### src/rtl/rdptr_empty_fwft.sv
// Read-domain pointer, empty/almost-empty flags and a 2-entry first-word-fall-through
// output buffer sitting in front of a synchronous (1-cycle latency) FIFO memory.
module rdptr_empty_fwft #(
  parameter int PTR_WIDTH  = 3,
  parameter int DATA_WIDTH = 8,
  parameter int AE_THRESH  = 2
) (
  input  logic                  i_rd_clk,
  input  logic                  i_rst_n,
  input  logic [PTR_WIDTH:0]    i_wrptr_sync,
  output logic [PTR_WIDTH:0]    o_rdptr,
  output logic [PTR_WIDTH-1:0]  o_rdaddr,
  output logic                  o_mem_rd_en,
  input  logic [DATA_WIDTH-1:0] i_mem_rdata,
  output logic [DATA_WIDTH-1:0] o_rd_data,
  output logic                  o_rd_valid,
  input  logic                  i_rd_ready,
  output logic                  o_empty_flag,
  output logic                  o_almost_empty,
  output logic [PTR_WIDTH+1:0]  o_level
);

  localparam logic [PTR_WIDTH+1:0] AE_LVL = AE_THRESH[PTR_WIDTH+1:0];

  logic [PTR_WIDTH:0]    rdptr_q, rdptr_d;
  logic                  inflight_q, inflight_d;
  logic [1:0]            count_q, count_d;
  logic [DATA_WIDTH-1:0] head_q, head_d;
  logic [DATA_WIDTH-1:0] skid_q, skid_d;

  logic                  pop;
  logic                  rd_en;
  logic [1:0]            occ;
  logic [1:0]            after_pop;
  logic [PTR_WIDTH:0]    mem_words;

  assign o_empty_flag = (i_wrptr_sync == rdptr_q);
  assign o_rd_valid   = (count_q != 2'd0);
  assign pop          = o_rd_valid && i_rd_ready;

  // Buffer slots already spoken for: held words plus the read coming back this cycle.
  assign occ       = count_q + {1'b0, inflight_q};
  assign after_pop = count_q - {1'b0, pop};
  assign rd_en     = !o_empty_flag && ((occ < 2'd2) || pop);

  assign mem_words      = i_wrptr_sync - rdptr_q;
  assign o_level        = {1'b0, mem_words}
                        + {{(PTR_WIDTH+1){1'b0}}, inflight_q}
                        + {{PTR_WIDTH{1'b0}}, count_q};
  assign o_almost_empty = (o_level <= AE_LVL);

  assign o_rdptr     = rdptr_q;
  assign o_rdaddr    = rdptr_q[PTR_WIDTH-1:0];
  assign o_mem_rd_en = rd_en;
  assign o_rd_data   = head_q;

  always_comb begin
    rdptr_d    = rd_en ? rdptr_q + 1'b1 : rdptr_q;
    inflight_d = rd_en;
    count_d    = after_pop + {1'b0, inflight_q};
    head_d     = head_q;
    skid_d     = skid_q;
    if (pop) head_d = skid_q;
    // Returning word lands in the head only if nothing older will remain in the buffer.
    if (inflight_q) begin
      if (after_pop == 2'd0) head_d = i_mem_rdata;
      else                   skid_d = i_mem_rdata;
    end
  end

  always_ff @(posedge i_rd_clk or negedge i_rst_n) begin
    if (!i_rst_n) begin
      rdptr_q    <= '0;
      inflight_q <= 1'b0;
      count_q    <= 2'd0;
      head_q     <= '0;
      skid_q     <= '0;
    end else begin
      rdptr_q    <= rdptr_d;
      inflight_q <= inflight_d;
      count_q    <= count_d;
      head_q     <= head_d;
      skid_q     <= skid_d;
    end
  end

endmodule

### config.mk
export PLATFORM = sky130hd
export DESIGN_NAME = rdptr_empty_fwft
export DESIGN_NICKNAME = d
export VERILOG_FILES = /design/src/rtl/rdptr_empty_fwft.sv
export SDC_FILE = /design/constraint.sdc
export NUM_CORES = 1
export LEC_CHECK = 0
export BUFFER_PORTS_ARGS = -buffer_cell sky130_fd_sc_hd__buf_2
export CAP_MARGIN = 30
export CORE_ASPECT_RATIO = 0.9
export CORE_MARGIN = 2
export CORE_UTILIZATION = 25
export DETAILED_ROUTE_END_ITERATION = 10
export GPL_TIMING_DRIVEN = 1
export HOLD_SLACK_MARGIN = 0.1
export PLACE_DENSITY = 0.52
export SYNTH_ARGS = -nofsm -noshare
export SYNTH_HDL_FRONTEND = slang
export SYNTH_SLANG_ARGS = --single-unit
### constraint.sdc
create_clock -name i_rd_clk -period 5.6 [get_ports i_rd_clk]
set_input_delay 1.4 -clock i_rd_clk [delete_from_list [all_inputs] [get_ports i_rd_clk]]
set_output_delay 1.4 -clock i_rd_clk [all_outputs]
set_load 0.005 [all_outputs]
==> flow_metrics.env, run 1 <==
export IMPL_synth_area_top_cells="dfrtp_1, mux2_2, ha_1, mux2i_1, fa_1"
export IMPL_cts_tree="yes"
export IMPL_synth_top_flop_cell="dfrtp_1"
export IMPL_nets=178
export IMPL_synth_top_family_by_area="multiplexers"
export IMPL_dieWidth_um=79.7
export IMPL_run_status="complete, no violations"
export IMPL_insertion_delay_ns=0.27
export IMPL_antenna_cells=0
export IMPL_synth_area_leader_cell="dfrtp_1"
export IMPL_post_route_cells_drive_above_1_share_pct=36.8
export IMPL_yosys_register_bits=23
export IMPL_clk_pin_slew_ns=0.09
export IMPL_cts_made_buffers=3
export IMPL_async_reset_ff_share_pct=100
export IMPL_period_share_pct=81.8
export IMPL_rows=24
export IMPL_dr_pass1_iters=4
export IMPL_root_buffer="clkbuf_8"
export IMPL_clkSinkCount=23
export IMPL_via_per_inst=4.30
export IMPL_p_leak_nw=0.778
export IMPL_hold_viol_final=0
export IMPL_max_freq_mhz=218
export IMPL_cp_required_ns=4.20
export IMPL_port_buffers=38
export IMPL_antenna_found_initial=0
export IMPL_synth_simple_area_share_pct=7.95
export IMPL_place_inst=213
export IMPL_synthMuxAreaShare_pct=14.1
export IMPL_die_area_um2=5750
export IMPL_hold_end="skid_q[5]"
export IMPL_netlist_area_leader_share_pct=44.6
export IMPL_powerDensity_nw_per_um2=702
export IMPL_hold_class="reg2reg"
export IMPL_synth_fa_ha_area_share_pct=11.4
export IMPL_overflow=0
export IMPL_final_cells=217
export IMPL_num_io_pins=39
export IMPL_worst_r2r_path_depth=8
export IMPL_worst_pin_slew_ns=0.620
export IMPL_synth_area_per_cell_um2=11.2
export IMPL_cts_max_level=1
export IMPL_synth_warnings=0
export IMPL_route_detailed_drc=0
export IMPL_synth_nets=140
export IMPL_cap_violations=0
export IMPL_grt_pass1_vias=1022
export IMPL_initial_core_util_pct=26.4
export IMPL_fin_util_pct=32.2
export IMPL_vias=934
export IMPL_grt_max_degree=24
export IMPL_timing_rr_end="o_rd_data[2]"
export IMPL_r2r_start="count_q[1]"
export IMPL_crit_fanout=2
export IMPL_crit_type="in2out"
export IMPL_wire_per_inst_um=11.9
export IMPL_startpoint_type="input pin"
export IMPL_rsz0062_at_grt="false"
export IMPL_vdd_ir_drop_worst_mv=0.341
export IMPL_wirelength_mm=2.59
export IMPL_cts_setup_buffers=0
export IMPL_synth_xor_area_share_pct=7.37
export IMPL_grt_pass1_wl_mm=4.62
export IMPL_r2r_slack_ns=3.07
export IMPL_min_delay_start="skid_q[5]"
export IMPL_ys_top_cells_by_count="dfrtp_1, inv_1, nor2_1"
export IMPL_syn_area_um2=1290
export IMPL_routabilityCongestion=0.713
export IMPL_drt_iter0_markers=21
export IMPL_yosysSeqAreaShare_pct=44.6
export IMPL_cp_end_kind="output pin"
export IMPL_cts_hold_buffers=0
export IMPL_cp_arrival_ns=3.18
export IMPL_setup_viol=0
export IMPL_ant_nets=0
export IMPL_areaGrowthSynthToFinish_pct=22.1
export IMPL_slew_headroom_pct=58.5
export IMPL_slew_viol_final=0
export IMPL_synth_compound_area_share_pct=8.34
export IMPL_min_period_ns=4.58
export IMPL_yosysMostFrequentCell="dfrtp_1"
export IMPL_fin_skew_ns=0.00452
export IMPL_yosysUniqueCellTypes=26
export IMPL_synth_cells=115
export IMPL_dp_hpwl_mm=2.07
export IMPL_grt_use_total_pct=10.1
export IMPL_clockBufferDepth=2
export IMPL_synth_edf_count=0
export IMPL_finalPower_mw=1.11
export IMPL_die_h_um=72.1
export IMPL_ctsResizeCount=0
export IMPL_hold_depth=1
export IMPL_fin_tns_setup_ns=0
export IMPL_core_um2=4890
## per-layer routing
metal / GRT usage (%) / share of wire, % / up-vias
met1: 12.0 / 46 / 443
li1: - / - / 456
met2: 18.4 / 46 / 35
met5: 0 / 0 / -
met3: 3.48 / 8.1 / 0
met4: 0.766 / 0 / 0
## placed cells by master, fill, tap and decap left out
cell type / instances
clkinvlp_4: 1
o21ai_2: 1
a21oi_1: 10
mux2i_1: 8
mux2_2: 9
nand4_1: 1
nor2b_1: 1
a211oi_1: 1
xor2_1: 3
and2_1: 2
nand2_1: 2
nand2_4: 1
and3_1: 1
inv_1: 12
o21ai_0: 2
xnor2_1: 6
xnor2_2: 1
buf_2: 38
o211ai_1: 2
nor2_1: 11
ha_1: 7
dfrtp_1: 23
nand3_1: 1
a21oi_4: 1
clkbuf_8: 3
fa_1: 3
or2_2: 1
## worst max path at each step
stage	from	to	slack, ns
4_1_cts	i_wrptr_sync[0]	o_almost_empty	1.02
2_1_floorplan	i_wrptr_sync[0]	o_almost_empty	1.29
3_3_place_gp	i_wrptr_sync[0]	o_almost_empty	1.08
3_5_place_dp	i_wrptr_sync[0]	o_almost_empty	1.01
6_report	i_wrptr_sync[0]	o_almost_empty	1.02
5_1_grt	i_wrptr_sync[0]	o_almost_empty	0.85
## cell families (layout without fill, tap and decap cells)
group                      after synthesis  count (layout)
AOI/OAI and AO/OA                       17              17
xor gates and xnor gates                10              10
adders and majority gates               10              10
buffers and inverters                   17              54
DFF                                     23              23
muxes                                   17              17
and+or+nand+nor                         21              21
## per-stage QoR
stage          instance area [µm²]  hold WS (ns)  setup slack, ns
6_report                      1580         0.514             1.02
5_1_grt                       1580         0.537            0.851
4_1_cts                       1580         0.515             1.02
3_5_place_dp                  1530         0.495             1.01
3_3_place_gp                  1530         0.489             1.08
2_1_floorplan                 1290         0.480             1.29
## report_power, final
group          total (mW)  leakage (nW)  internal [mW]  switching (mW)
combinational       0.677         0.492          0.336           0.341
clock               0.105        0.0217         0.0503          0.0549
sequential          0.324         0.264          0.258          0.0654
## sequential cells by signal, indices dropped and copies added, names as in the netlist
name,count
inflight_q,1
o_rd_data,8
count_q,2
skid_q,8
o_rdptr,4
## layout make-up
type	count	area, µm²
timing repair buffer	38	190
inverter	12	45.0
sequential	23	576
multi-input combinational	75	634
fill	511	3320
clock buffer	3	41.3
tap	65	81.3
clock inverter	1	7.51
## worst max-delay path, cell delays in order
cell and delay (ns):
buf_2 0.10, inv_1 0.05, ha_1 0.17, inv_1 0.06
fa_1 0.48, fa_1 0.42, nor2_1 0.15, a21oi_1 0.06
a211oi_1 0.15, buf_2 0.14
(Power assumes the default switching activity.)
==> inputs of run 2 (changes only) <==
--- a/config.mk
+++ b/config.mk
@@ -13,7 +13,7 @@
 export DETAILED_ROUTE_END_ITERATION = 10
 export GPL_TIMING_DRIVEN = 1
 export HOLD_SLACK_MARGIN = 0.1
-export PLACE_DENSITY = 0.52
+export PLACE_DENSITY = 0.53
 export SYNTH_ARGS = -nofsm -noshare
 export SYNTH_HDL_FRONTEND = slang
 export SYNTH_SLANG_ARGS = --single-unit
==> constraint.sdc (replaced) <==
create_clock -name i_rd_clk -period 3.8 [get_ports i_rd_clk]
set_input_delay 0.95 -clock i_rd_clk [delete_from_list [all_inputs] [get_ports i_rd_clk]]
set_output_delay 0.95 -clock i_rd_clk [all_outputs]
set_load 0.005 [all_outputs]
==> run 2 against run 1 <==
Clock power up 45%. Largest power group unchanged. Clock skew about the same. Sequential cell count unchanged. Critical path type unchanged. Final cell count unchanged. Global-route usage down 1.0 points. Utilization down 0.051 points. Non-clock buffer count unchanged. First-iteration DRC count up 52%. Via count down 2.1%. Register-to-register slack worse by 1.7 ns. Critical path depth unchanged.
==> flow_metrics.env, run 2 (synthesis results as in run 1) <==
export IMPL_run_status="complete, no violations"
export IMPL_cp_end_kind="output pin"
export IMPL_route_detailed_drc=0
export IMPL_fin_skew_ns=0.00428
export IMPL_core_um2=4890
export IMPL_clockBufferDepth=2
export IMPL_finalPower_mw=1.61
export IMPL_via_per_inst=4.21
export IMPL_worst_r2r_path_depth=8
export IMPL_grt_use_total_pct=9.08
export IMPL_ant_nets=0
export IMPL_grt_pass1_vias=857
export IMPL_final_cell_mix="buf_2, dfrtp_1, inv_1"
export IMPL_crit_chain="buf_2, inv_1, ha_1, inv_1, fa_1, fa_1, nor2_1, a21oi_1, a211oi_1, buf_2"
export IMPL_ctsResizeCount=0
export IMPL_timing_rr_end="o_rd_data[6]"
export IMPL_crit_fanout=2
export IMPL_r2r_slack_ns=1.33
export IMPL_top_usage_layer="met1"
export IMPL_post_route_cells_drive_above_1_share_pct=36.8
export IMPL_cts_max_level=1
export IMPL_crit_end="o_almost_empty"
export IMPL_clk_pin_slew_ns=0.08
export IMPL_final_cells=217
export IMPL_slew_headroom_pct=60.2
export IMPL_startpoint="i_wrptr_sync[0]"
export IMPL_use_met1_pct=13.6
export IMPL_cpPeakStageDelay_ns=0.48
export IMPL_place_inst=213
export IMPL_cts_made_buffers=3
export IMPL_slew_viol_final=0
export IMPL_cts_tree="yes"
export IMPL_die_area_um2=5750
export IMPL_rsz0062_at_grt="false"
export IMPL_overflow=0
export IMPL_final_common_cell="buf_2"
export IMPL_crit_buf_inv=4
export IMPL_dieWidth_um=79.7
export IMPL_cts_setup_buffers=0
export IMPL_drt_iter0_markers=32
export IMPL_p_sw_mw=0.664
export IMPL_crit_family="adder cells"
export IMPL_cp_required_ns=2.85
export IMPL_grt_pass1_wl_mm=4.15
export IMPL_antenna_found_initial=0
export IMPL_grt_use_met2_pct=12.9
export IMPL_vias=914
export IMPL_grt_max_degree=24
export IMPL_cap_violations=0
export IMPL_root_buffer="clkbuf_8"
export IMPL_num_io_pins=39
export IMPL_initial_core_util_pct=26.4
export IMPL_wire_per_inst_um=11.3
export IMPL_antenna_cells=0
export IMPL_worst_path_stages=10
export IMPL_fin_tns_setup_ns=0
export IMPL_hold_class="reg2reg"
export IMPL_setup_viol=0
export IMPL_clkSinkCount=23
export IMPL_dp_hpwl_mm=1.93
export IMPL_nets=178
export IMPL_met3_usage_pct=2.86
export IMPL_areaGrowthSynthToFinish_pct=21.9
export IMPL_clockPowerShare_pct=9.4
export IMPL_crit_type="in2out"
export IMPL_cp_arrival_ns=2.68
export IMPL_startpoint_type="input pin"
export IMPL_worst_pin_slew_ns=0.596
export IMPL_cts_hold_buffers=0
export IMPL_powerDensity_nw_per_um2=1030
export IMPL_period_share_pct=95.6
export IMPL_dr_pass1_iters=5
export IMPL_worst_path_max_delay_cell="fa_1"
export IMPL_wirelength_mm=2.46
export IMPL_pwr_share_comb_pct=61.0
export IMPL_routabilityCongestion=0.666
export IMPL_vdd_ir_drop_worst_mv=0.406
export IMPL_hold_viol_final=0
export IMPL_insertion_delay_ns=0.27
export IMPL_swShare_pct=41.2
export IMPL_rows=24
export IMPL_max_freq_mhz=275
export IMPL_min_period_ns=3.63
export IMPL_internal_power_mw=0.948
export IMPL_whs_ns=0.510
export IMPL_port_buffers=38
export IMPL_min_delay_start="skid_q[2]"
export IMPL_die_h_um=72.1
export IMPL_p_leak_nw=0.782
export IMPL_sequentialPowerShare_pct=29.5
export IMPL_r2r_start="count_q[1]"
==> run 2: final cells by class <==
cell class / instances / area [µm²]
fillers: 535 / 3320
multi-input cells: 75 / 634
flip-flops and latches: 23 / 576
repair buffers: 38 / 190
well taps: 65 / 81.3
inverters: 12 / 45.0
clock buffers: 3 / 41.3
clock inverters: 1 / 5.00
==> run 2: power groups by stage <==
stage | combinational (mW) | clock (mW) | sequential [mW]
6_report | 0.984 | 0.152 | 0.476
4_1_cts | 1.00 | 0.161 | 0.480
2_1_floorplan | 0.715 | 0 | 0.471
3_5_place_dp | 1.01 | 0 | 0.484
3_3_place_gp | 0.992 | 0 | 0.483
5_1_grt | 1.12 | 0.169 | 0.498
==> run 2: how the worst min path moves through the flow <==
| stage | to | slack (ns) | cells past startpoint |
|---|---|---|---|
| final | skid_q[2] | 0.51 | 1 |
| after global placement | skid_q[7] | 0.49 | 1 |
| after global routing | skid_q[2] | 0.53 | 1 |
| after floorplan | skid_q[0] | 0.48 | 1 |
| after detailed placement | skid_q[3] | 0.50 | 1 |
| after CTS | skid_q[3] | 0.52 | 1 |
==> run 2: metal layers <==
metal,part of all wire [%],vias to the layer above,wire length (µm)
met4,0.53,0,13
li1,-,454,-
met3,8.0,3,196
met5,0,-,0
met1,51,417,1260
met2,40,40,982
==> run 2: stage by stage <==
| step | setup slack [ns] | util (%) | cell area, µm² |
|---|---|---|---|
| global placement | 0.160 | 31.2 | 1530 |
| detailed placement | 0.152 | 31.2 | 1530 |
| global route | 0.0420 | 32.1 | 1570 |
| CTS | 0.157 | 32.1 | 1570 |
| finish | 0.168 | 32.1 | 1570 |
| floorplan | 0.390 | - | 1290 |
